[src/rtl/adc_fft_axi_framer.sv]
// adc_fft_axi_framer
// Turns the free-running dual-channel ADC stream into fixed-length complex
// frames for an FFT core. One lane is selected, optionally decimated, and
// sign-extended to {imag=0, real}. Each frame is exactly 2^FFT_LEN_LOG2
// beats, and tlast marks the final beat. A small first-word-fall-through
// FIFO absorbs FFT backpressure. The ADC side cannot be stalled, so a
// sample that meets a full FIFO is dropped and a sticky overflow flag is set.
module adc_fft_axi_framer #(
  parameter int ADC_WIDTH        = 14,
  parameter int AXIS_TDATA_WIDTH = 32,
  parameter int FFT_LEN_LOG2     = 10,
  parameter int FIFO_DEPTH_LOG2  = 4
) (
  input  logic                        clk,
  input  logic                        aresetn,
  input  logic [AXIS_TDATA_WIDTH-1:0] S_AXIS_IN_tdata,
  input  logic                        S_AXIS_IN_tvalid,
  input  logic                        cfg_arm,
  input  logic                        cfg_continuous,
  input  logic                        cfg_chan_sel,
  input  logic [7:0]                  cfg_decim,
  input  logic                        clear_ovf,
  output logic [AXIS_TDATA_WIDTH-1:0] M_AXIS_OUT_tdata,
  output logic                        M_AXIS_OUT_tvalid,
  input  logic                        M_AXIS_OUT_tready,
  output logic                        M_AXIS_OUT_tlast,
  output logic                        busy,
  output logic                        frame_done,
  output logic                        overflow
);

  localparam int HALF  = AXIS_TDATA_WIDTH / 2;
  localparam int DEPTH = 1 << FIFO_DEPTH_LOG2;
  // Index of the last beat in a frame (N-1) is all ones.
  localparam logic [FFT_LEN_LOG2-1:0] LAST_IDX = '1;

  typedef enum logic [1:0] {
    ST_IDLE,
    ST_ACQ,
    ST_FLUSH
  } state_e;

  typedef struct packed {
    logic            last;
    logic [HALF-1:0] re;
  } entry_t;

  // Control state
  state_e                  state_q, state_d;
  logic                    arm_q;
  logic                    sel_q;
  logic [7:0]              decim_q;
  logic [7:0]              dcnt_q, dcnt_d;
  logic                    take;
  logic [FFT_LEN_LOG2-1:0] in_cnt_q;

  // Capture stage between the ADC lane and the FIFO write port
  logic                    pipe_vld_q;
  logic [HALF-1:0]         pipe_re_q;

  // Output FIFO
  entry_t                     mem_q [DEPTH];
  logic [FIFO_DEPTH_LOG2-1:0] wr_ptr_q, rd_ptr_q;
  logic [FIFO_DEPTH_LOG2:0]   count_q;
  entry_t                     head;

  logic ovf_q;
  logic done_q;

  // Derived handshakes
  logic            arm_rise;
  logic            fifo_empty;
  logic            fifo_full;
  logic            pop;
  logic            wr_fire;
  logic            drop;
  logic            wr_last;
  logic            tail_hs;
  logic            frame_start;
  logic [HALF-1:0] lane;
  logic [HALF-1:0] sample_re;
  logic            unused_lane_bits;

  assign arm_rise   = cfg_arm & ~arm_q;
  assign fifo_empty = (count_q == '0);
  // The count never exceeds DEPTH, so its top bit alone means full.
  assign fifo_full  = count_q[FIFO_DEPTH_LOG2];
  assign head       = mem_q[rd_ptr_q];
  assign pop        = ~fifo_empty & M_AXIS_OUT_tready;
  // A write into a full FIFO is fine when the head leaves in the same cycle.
  assign wr_fire    = pipe_vld_q & (~fifo_full | pop);
  assign drop       = pipe_vld_q & fifo_full & ~pop;
  assign wr_last    = (in_cnt_q == LAST_IDX);
  assign tail_hs    = pop & head.last;
  assign frame_start = (state_q != ST_ACQ) && (state_d == ST_ACQ);

  // Lane select and sign extension of the ADC_WIDTH-bit two's complement sample
  assign lane      = sel_q ? S_AXIS_IN_tdata[AXIS_TDATA_WIDTH-1:HALF]
                           : S_AXIS_IN_tdata[HALF-1:0];
  assign sample_re = {{(HALF-ADC_WIDTH){lane[ADC_WIDTH-1]}}, lane[ADC_WIDTH-1:0]};
  // The padding bits above the ADC word carry no information.
  assign unused_lane_bits = ^lane[HALF-1:ADC_WIDTH];

  // Next-state, sample-take and decimation-counter logic
  always_comb begin
    // NOTE: every signal driven here gets a default first, so no path leaves a latch behind.
    state_d = state_q;
    dcnt_d  = dcnt_q;
    take    = 1'b0;
    unique case (state_q)
      ST_IDLE: begin
        if (arm_rise) begin
          state_d = ST_ACQ;
          dcnt_d  = '0;
        end
      end
      ST_ACQ: begin
        // When the Nth sample lands in the FIFO, nothing further is taken.
        if (wr_fire && wr_last) begin
          state_d = ST_FLUSH;
        end else if (S_AXIS_IN_tvalid) begin
          if (dcnt_q == '0) begin
            take   = 1'b1;
            dcnt_d = decim_q;
          end else begin
            dcnt_d = dcnt_q - 1'b1;
          end
        end
      end
      ST_FLUSH: begin
        if (tail_hs) begin
          state_d = cfg_continuous ? ST_ACQ : ST_IDLE;
          dcnt_d  = '0;
        end
      end
      default: state_d = ST_IDLE;
    endcase
  end

  // State register, arm edge detector and per-frame configuration snapshot
  always_ff @(posedge clk or negedge aresetn) begin
    if (!aresetn) begin
      state_q <= ST_IDLE;
      arm_q   <= 1'b0;
      sel_q   <= 1'b0;
      decim_q <= '0;
      dcnt_q  <= '0;
    end else begin
      // NOTE: non-blocking assignments, so every register updates from pre-edge values.
      state_q <= state_d;
      arm_q   <= cfg_arm;
      dcnt_q  <= dcnt_d;
      if (frame_start) begin
        sel_q   <= cfg_chan_sel;
        decim_q <= cfg_decim;
      end
    end
  end

  // Capture stage: holds the taken sample for one cycle before the FIFO write
  always_ff @(posedge clk or negedge aresetn) begin
    if (!aresetn) begin
      pipe_vld_q <= 1'b0;
      pipe_re_q  <= '0;
    end else begin
      pipe_vld_q <= take;
      if (take) begin
        pipe_re_q <= sample_re;
      end
    end
  end

  // Count of samples actually written in this frame (dropped ones do not count)
  always_ff @(posedge clk or negedge aresetn) begin
    if (!aresetn) begin
      in_cnt_q <= '0;
    end else if (frame_start) begin
      in_cnt_q <= '0;
    end else if (wr_fire) begin
      in_cnt_q <= in_cnt_q + 1'b1;
    end
  end

  // FIFO storage
  // NOTE: storage is not reset. Visibility comes from the reset count, so stale entries are never presented.
  always_ff @(posedge clk) begin
    if (wr_fire) begin
      mem_q[wr_ptr_q] <= '{last: wr_last, re: pipe_re_q};
    end
  end

  // FIFO pointers and occupancy
  always_ff @(posedge clk or negedge aresetn) begin
    if (!aresetn) begin
      wr_ptr_q <= '0;
      rd_ptr_q <= '0;
      count_q  <= '0;
    end else begin
      if (wr_fire) begin
        wr_ptr_q <= wr_ptr_q + 1'b1;
      end
      if (pop) begin
        rd_ptr_q <= rd_ptr_q + 1'b1;
      end
      unique case ({wr_fire, pop})
        2'b10:   count_q <= count_q + 1'b1;
        2'b01:   count_q <= count_q - 1'b1;
        default: count_q <= count_q;
      endcase
    end
  end

  // Sticky overflow (a new drop wins over clear) and the frame-complete pulse
  always_ff @(posedge clk or negedge aresetn) begin
    if (!aresetn) begin
      ovf_q  <= 1'b0;
      done_q <= 1'b0;
    end else begin
      if (drop) begin
        ovf_q <= 1'b1;
      end else if (clear_ovf) begin
        ovf_q <= 1'b0;
      end
      done_q <= tail_hs;
    end
  end

  assign M_AXIS_OUT_tvalid = ~fifo_empty;
  assign M_AXIS_OUT_tlast  = ~fifo_empty & head.last;
  assign M_AXIS_OUT_tdata  = fifo_empty ? '0
                                        : {{(AXIS_TDATA_WIDTH-HALF){1'b0}}, head.re};
  assign busy       = (state_q != ST_IDLE);
  assign frame_done = done_q;
  assign overflow   = ovf_q;

endmodule

[config.mk]
export PLATFORM = sky130hd
export DESIGN_NAME = adc_fft_axi_framer
export DESIGN_NICKNAME = d
export VERILOG_FILES = /design/src/rtl/adc_fft_axi_framer.sv
export SDC_FILE = /design/constraint.sdc
export NUM_CORES = 1
export LEC_CHECK = 0
export CAP_MARGIN = 20
export CORE_MARGIN = 8
export CORE_UTILIZATION = 40
export DETAILED_ROUTE_END_ITERATION = 10
export GPL_TIMING_DRIVEN = 0
export HOLD_SLACK_MARGIN = 0.08
export SYNTH_ARGS = -nofsm -noshare
export SYNTH_HDL_FRONTEND = slang
export SYNTH_SLANG_ARGS = --single-unit
[constraint.sdc]
create_clock -name clk -period 2.75 [get_ports clk]
set_clock_uncertainty 0.15 [all_clocks]
set_input_delay 0.4125 -clock clk [delete_from_list [all_inputs] [get_ports clk]]
set_output_delay 0.4125 -clock clk [all_outputs]
set_load 0.01 [all_outputs]
# Yosys cells after proc, flatten, opt, wreduce, memory -nomap -nowiden
# Memory sizes are Yosys's and may differ from the RTL's.
# Cells that the tools add are included.
dict set report word_totals {
  input_bits 48
  register_bits 60
  output_inout_bits 37
  mem_bits_rw 272
  word_cells 78
  n_memories 1
}
dict set report classes {
  n_mux 24
  add_sub_neg 6
  eq_ne 11
  n_bitwise 12
  reduce_logical 11
}
# name depth width read_ports rd_ports_with_merged_regs wr line_no
set memory_table {}
lappend memory_table {mem_q 16 17 1 0 1 62} ;# entry_t mem_q [DEPTH];
# op n
set ops {}
lappend ops {{$mux 8} 5}
lappend ops {{$pmux 8 s3} 1}
lappend ops {{$mux 10} 2}
lappend ops {{$mux 16} 1}
lappend ops {{$mux 14} 1}
lappend ops {{$add 10x1->10 const B} 1}
lappend ops {{$eq 10x10->1 const B} 1}
lappend ops {{$pmux 5 s2} 1}
lappend ops {{$mux 1} 9}
lappend ops {{$add 4x1->4 const B} 2}
lappend ops {{$logic_not 8->1} 1}
lappend ops {{$ne 2x2->1 const B} 4}
lappend ops {{$reduce_bool 2->1} 4}
lappend ops {{$sub 8x1->8 const B} 1}
lappend ops {{$and 1x1->1} 7}
lappend ops {{$eq 2x1->1 const B} 3}
lappend ops {{$mux 2} 3}
lappend ops {{$pmux 2 s3} 1}
lappend ops {{$add 5x1->5 const B} 1}
lappend ops {{$logic_not 5->1} 1}
lappend ops {{$reduce_and 5->1} 1}
lappend ops {{$sub 5x1->5 const B} 1}
lappend ops {{$eq 2x2->1 const B} 2}
lappend ops {{$not 1->1} 4}
lappend ops {{other kinds (5)} 6}

# Depth between registers and ports, before layout
# Gate-level depths: netlist of the first run.
dict set report depth {
  depth_word 11
  depth_mapped 11
  ltp_nobuf 10
}

# Worst setup path before layout of the first run
# OpenSTA, ideal clock, no wires.
dict set report synth_path {
  kind {flip-flop to output port}
  start {register rd_ptr_q[0]}
  end {output M_AXIS_OUT_tdata[14]}
  n_path_buf 4
  slack_ps -285
  arrival_ps 2472
  required_time_ps 2188
  path_stages_with_launch 8
  path_cell_list {dfrtp_1 -> buf_6 -> buf_2 -> buf_2 -> mux4_2 -> mux4_2 -> and2_1 -> buf_4}
}
dict set report synth_between {
  elab_chain_len 2
}
# item line_no
set synth_lines {}
lappend synth_lines {{start: declaration} 63} ;# logic [FIFO_DEPTH_LOG2-1:0] wr_ptr_q, rd_ptr_q;
lappend synth_lines {{start signal: assignment} 203} ;# rd_ptr_q <= rd_ptr_q + 1'b1;
lappend synth_lines {{$mem_v2 16x17} n/a}
lappend synth_lines {{$mux 16} 230} ;# assign M_AXIS_OUT_tdata = fifo_empty ? '0
lappend synth_lines {{end: declaration} 23} ;# output logic [AXIS_TDATA_WIDTH-1:0] M_AXIS_OUT_tdata,
# Every way passes these cells.

# Worst setup path in the final report of the first run
dict set report layout_path {
  start {register rd_ptr_q[0]}
  end {output M_AXIS_OUT_tdata[15]}
}
# Same word-level chain as after synthesis.

==> flow_summary.toml, run 1 <==
[setup_path]
critPathKind = "flop to output pin"
required_ps = 2190
crit_arrival_ps = 2740
setup.worst_path.start_class = "flop"
cpMostUsedCell = "buf_12"
cp_slowest_cell = "mux4_2"
cp_cell_sequence = "buf_12 > buf_12 > buf_12 > mux4_2 > mux4_2 > and2_4 > buf_6 > buf_6"
crit_path_end_kind = "output pin"
r2r_end = "dcnt_q[0]"
ff2ff_path_depth = 9
cp_max_fo = 8
max_stage_delay_ps = 530
reg2reg_slack_ps = -10
r2r-start = "rd_ptr_q[0]"

[clock_network]
ctsLongestPathBuffers = 3
cts_tree = "done"
cts.clk_slew.worst_paths_ps = 60
clock-sinks = 300
cts_root_buf = "clkbuf_16"
clkLatencyLatePin_ps = 570
numCtsBuffers = 31
ctsHtreeMaxLevel = 1

[synth]
synthAdderAreaFrac_pct = 1.34
synth_top_area_share_pct = 56.9
syn_inst = 727
async_flop_share_pct = 20.0
synth_top_family_by_area = "multiplexers"
yosys.area.top_type = "edfxtp_1"
yosys-top-cells-area = "edfxtp_1 (57%), mux4_2 (13%), dfrtp_1 (12%)"
synth_simple_gate_area_share_pct = 6.24
synth-edff-count = 240
syn_area_um2 = 12700
ys_seq_elements = 300
muxShareOfSynthArea_pct = 15.2
synth_compound_area_share_pct = 4.25
ys_seq_area_share_pct = 68.8
synth-xor-area-share_pct = 1.31
ys_types = 58
yosys_warnings = 0
synth_area_per_cell_um2 = 17.4
synth_flop_cell = "edfxtp_1"

[run_status]
violations = "setup timing"
status = "complete, but fails checks"

[hold_path]
hold_path_class = "primary input to flop"
min_path_cells = 1
holdPathEnd = "arm_q"
hold_start = "cfg_arm"

[timing]
drv_slew = 0
clock.fmax_mhz = 303
timing.final.hold_violations = 0
fin_crit_sh_pct = 120
setup_ws_ps = -555
timing.slew.headroom_pct = 26.1
setup_viol = 18
period_minus_slack_ps = 3300
worst_pin_slew_ps = 1110
rsz0062_at_grt = "yes"

[placement]
placed_area_um2 = 13900
numPortBuffers = 63
place.gp.congestion = 0.757
place_hpwl_um = 17700

[routing]
dr_total_vias = 6801
wl_per_cell_um = 22.7
drt.antenna.violating_nets = 0
via_per_inst = 5.28
drcViolationCount = 0
drt-pass1-iter-count = 5
first_iter_violations = 432
wirelength_um = 29200

[power_and_ir_drop]
ir_worst_vdd_uv = 493
power.leakage_nw = 5.43
p_per_area_nw_per_um2 = 1030
power.total_mw = 15.9

[floorplan]
start_util_pct = 40.3
num_rows = 65
io_pins = 85
coreArea_um2 = 31400
die_w_um = 194
die_h_um = 194
die_area_um2 = 37600

[finish]
areaGrowthSynthToFinish_pct = 21.5
postLayoutCoreUtil_pct = 49.0
drive_above_1_share_pct = 29.1
n_antenna_cell = 0
final_nets = 923
fill_cells = 2652
final_cell_area_um2 = 15400

[run]
maxCapViolations = 0

[global_routing]
grt_overflow = 0
grt.total_usage_pct = 15.4
grt_max_degree = 61
grt_pass1_vias = 7222
grt_pass1_wl_um = 44300
antenna_found_initial = 0
layout by cell type (no fill, tap or decap), types with 4 or more instances in the layout:
master,instances
clkinv_2,7
edfxtp_1,240
a21oi_1,26
nor2b_1,5
buf_2,8
nor3_1,14
o211ai_1,8
and2_2,6
buf_12,6
mux4_2,71
and2_1,11
nand2b_1,6
ha_1,11
buf_4,41
mux2i_1,21
clkinv_1,8
and2_4,13
clkbuf_1,13
and4_1,7
inv_1,9
clkdlybuf4s50_1,44
a211oi_1,6
clkbuf_16,32
mux2_2,4
buf_6,20
o2111ai_1,8
dfrtp_1,58
a21oi_2,5
xnor2_1,9
nand2_1,31
conb_1,16
clkbuf_8,5
nor2_1,26
xor2_1,10
mux2_1,4
kinds of logic (layout without fill, tap and decap cells):
family	count (synthesis)	after routing
flip-flops	300	300
AND/OR/NAND/NOR	146	146
multiplexers	102	102
AO/OA/AOI/OAI	76	76
buffers and inverters	70	214
XOR/XNOR	19	19
adder cells (fa/ha/maj)	13	13
other	1	16
how the worst max path moves through the flow:
stage / start / end / slack [ps] / cells after the start
final: rd_ptr_q[0] / M_AXIS_OUT_tdata[15] / -550 / 8
after global routing: rd_ptr_q[0] / M_AXIS_OUT_tdata[12] / -600 / 8
after CTS: rd_ptr_q[0] / M_AXIS_OUT_tdata[14] / -580 / 8
after detailed placement: rd_ptr_q[1] / M_AXIS_OUT_tdata[14] / -1050 / 8
after global placement: aresetn / pipe_re_q[8] / -1110 / 1
after floorplan: rd_ptr_q[0] / M_AXIS_OUT_tdata[14] / 5 / 7
power by group:
part,total [mW],internal (mW),switching (mW)
clock network,4.11,2.35,1.76
logic,5.29,2.96,2.33
registers,6.46,5.76,0.706
cell type report:
cell class,instances,area [µm²],area share (%)
Clock buffer,33,783,5.09
Timing Repair Buffer,91,872,5.67
Tap cell,402,503,3.27
Multi-Input combinational cell,372,3780,24.5
Sequential cell,300,8710,56.6
Clock inverter,24,215,1.40
Buffer,57,493,3.20
Inverter,9,33.8,0.220
cell usage after synthesis (8+ instances only):
| library cell | count |
|---|---|
| a21oi_1 | 28 |
| inv_1 | 9 |
| nor3_1 | 17 |
| buf_4 | 19 |
| buf_2 | 8 |
| o211ai_1 | 8 |
| xnor2_1 | 9 |
| xor2_1 | 10 |
| edfxtp_1 | 240 |
| and4_1 | 8 |
| clkbuf_1 | 25 |
| dfrtp_1 | 60 |
| and2_1 | 30 |
| nand2_1 | 32 |
| nor2_1 | 26 |
| mux2i_1 | 21 |
| mux4_2 | 71 |
| ha_1 | 12 |
| o2111ai_1 | 9 |
critical path: cells and delay by family (launching register included):
kind	cells	cell delay, ps
simple gates	1	180
mux	2	960
flops	1	420
buf+inv	5	620
stage by stage:
stage	setup slack, ps	setup TNS (ps)	hold slack [ps]	std cells
after CTS	-584	-9190	145	1284
after global placement	-1110	-268850	324	1207
after global routing	-603	-9760	160	1288
after floorplan	4.75	0	-33.1	742
after detailed placement	-1050	-198810	328	1207
final	-555	-8510	171	1288
flip-flops by register name, indices dropped and copies added, names as in the netlist:
signal / cells
arm_q: 1
dcnt_q: 8
pipe_vld_q: 1
pipe_re_q: 14
overflow: 1
count_q: 5
wr_ptr_q: 4
state_q: 2
in_cnt_q: 10
sel_q: 1
mem_q: 240
decim_q: 8
frame_done: 1
rd_ptr_q: 4
routing by layer:
metal / track usage [%] / vias up / wire length, µm
met2: 26.4 / 154 / 14800
met4: 3.45 / 0 / 446
met1: 20.5 / 3511 / 12800
met3: 2.36 / 31 / 1170
met5: 0 / - / 0
li1: - / 3105 / -
repair_timing:
item | CTS | global route
endpoints found under the setup margin | 238 | 141
hold buffers | 1 | 0
gates resized for setup | 146 | 36
gates cloned | 1 | 2
buffers inserted | 22 | 4
pin swaps | 18 | 7
endpoints found under the hold margin | 60 | 0
Power figures use the tool's default switching activity.
==> run 2: changes to the inputs <==
Settings changed: CORE_ASPECT_RATIO set to 2, MAX_ROUTING_LAYER set to met4.
==> run 2 against run 1 <==
  * Sequential share of layout area is 0.20 points higher
  * Non-clock buffer count is 1 lower
  * Critical path type unchanged
  * Setup slack worse by 11 ps
  * The run still ends with setup timing left
  * Highest routed layer unchanged
  * Cell area shrank 0.36%
  * Sequential power hardly changed
  * Utilization about the same
  * Fmax decreased by 0.35%
  * Cell count up 1.2%
  * Critical path depth is the same
  * Via count increased by 1.5%
  * Total power is 1.3% lower
==> flow_summary.toml, run 2 (same netlist as run 1, synthesis figures left out) <==
[setup_path]
crit_arrival_ps = 2750
r2r-start = "rd_ptr_q[0]"
r2r_end = "sel_q"
endpoint = "M_AXIS_OUT_tdata[14]"
reg2reg_slack_ps = -80
cp_max_fo = 6
crit_path_start = "rd_ptr_q[0]"
required_ps = 2190
crit_path_end_kind = "output pin"
setup.worst_path.start_class = "flop"
critPathKind = "flop to output pin"
ff2ff_path_depth = 10

[floorplan]
io_pins = 85
num_rows = 92
die_w_um = 142
start_util_pct = 40.4
coreArea_um2 = 31300
die_area_um2 = 37900
die_h_um = 268

[global_routing]
grt_max_degree = 61
grt_pass1_wl_um = 44600
antenna_found_initial = 0
grt.total_usage_pct = 16.4
grt_pass1_vias = 7185
grt_overflow = 0

[finish]
n_antenna_cell = 0
largest_reg_flops = 240
reg_top3 = "mem_q x240, pipe_re_q x14, in_cnt_q x10"
most-common-layout-cells = "edfxtp_1 (240), mux4_2 (71), dfrtp_1 (59), clkdlybuf4s50_1 (44), buf_4 (33)"
fill_cells = 2722
areaGrowthSynthToFinish_pct = 21.1
regMostFlops = "mem_q"
final_nets = 919
drive_above_1_share_pct = 29.2
mostFrequentLayoutCell = "edfxtp_1"
regArea_um2 = 8710
postLayoutCoreUtil_pct = 49.0
multi_input_area_um2 = 3780
final_cell_area_um2 = 15300

[timing]
setup_ws_ps = -566
worst_pin_slew_ps = 1050
timing.slew.headroom_pct = 30.0
period_minus_slack_ps = 3320
rsz0062_at_grt = "yes"
timing.final.hold_violations = 0
fin_crit_sh_pct = 121
clock.fmax_mhz = 302
setup_viol = 27
drv_slew = 0

[hold_path]
hold_path_class = "primary input to flop"

[clock_network]
cts_tree = "done"
clock-sinks = 300
cts.clk_slew.worst_paths_ps = 70
ctsLongestPathBuffers = 3
ctsHtreeMaxLevel = 1
cts_root_buf = "clkbuf_16"
clkLatencyLatePin_ps = 560
numCtsBuffers = 28

[run]
maxCapViolations = 0

[placement]
numPortBuffers = 63
place_hpwl_um = 18100
placed_area_um2 = 13900
place.gp.congestion = 0.794

[power_and_ir_drop]
p_per_area_nw_per_um2 = 1020
ir_worst_vdd_uv = 759
power.leakage_nw = 5.39

[routing]
wl_per_cell_um = 22.9
first_iter_violations = 580
drt.antenna.violating_nets = 0
drt-pass1-iter-count = 5
drcViolationCount = 0
wirelength_um = 29900
dr_total_vias = 6900
via_per_inst = 5.30

[run_status]
status = "complete, but fails checks"
violations = "setup timing"
-- run 2: changes by cell type in the layout (fill, tap and decap cells not counted), sizes merged --
| cell | previous run | this run |
|---|---|---|
| clkbuf | 55 | 56 |
| clkinv | 16 | 14 |
| inv | 11 | 10 |
| clkinvlp | 3 | 2 |
| buf | 81 | 79 |
| bufinv | 3 | 2 |
-- run 2: power breakdown --
part	switching (mW)	leakage (nW)	internal, mW	total (mW)
logic	2.38	2.04	2.97	5.35
registers	0.706	2.89	5.75	6.46
clock network	1.73	0.452	2.13	3.86
total	4.82	5.39	10.8	15.7
-- run 2: metal layers --
layer  up-vias  share of wire (%)  global-route usage (%)  wire (µm)
met2       172                 51                    27.0      15200
met1      3588                 43                    21.0      12800
li1       3096                  -                       -          -
met5         -                  0                       -          0
met4         0                2.1                    4.99        636
met3        44                3.9                    2.11       1170
-- run 2: final cells by class --
type / instances / share of cell area [%]
plain buffers: 57 / 3.08
clock buffers: 33 / 4.82
clock inverters: 19 / 1.10
inverters: 9 / 0.220
multi-input cells: 372 / 24.6
flip-flops and latches: 300 / 56.8
well taps: 423 / 3.45
repair buffers: 90 / 5.88
-- run 2: how the worst min path moves through the flow --
stage | slack (ps) | depth (start not counted) | from | endpoint
CTS | 140 | 3 | cfg_continuous | decim_q[0]
finish | 170 | 3 | cfg_continuous | decim_q[6]
detailed placement | 330 | 1 | count_q[4] | count_q[4]
floorplan | -30 | 0 | aresetn | arm_q
global route | 190 | 1 | cfg_arm | arm_q
global placement | 340 | 1 | count_q[4] | count_q[4]
-- run 2: through the flow --
step	setup slack, ps	power [mW]	TNS, ps	hold slack [ps]	std cells
2_1_floorplan	4.75	9.39	0	-33.1	742
3_3_place_gp	-1170	11.1	-275360	343	1228
3_5_place_dp	-1030	11.2	-209240	332	1228
4_1_cts	-595	15.6	-9370	144	1294
5_1_grt	-625	16.4	-11880	186	1303
6_report	-566	15.7	-9090	170	1303
-- run 2: timing repair --
item | CTS | global route
endpoints found under the hold margin | 60 | 0
gates cloned | 1 | 0
pin swaps | 18 | 12
hold buffers | 1 | 0
resized for setup | 136 | 35
setup buffers | 16 | 8
endpoints found under the setup margin | 214 | 30
-- run 2: critical path: stages (launching register included) --
cell and delay [ps]:
dfrtp_1 370, buf_6 150, buf_12 130, buf_16 120, mux4_2 500, mux4_2 510
and2_4 180, buf_6 110, buf_6 110
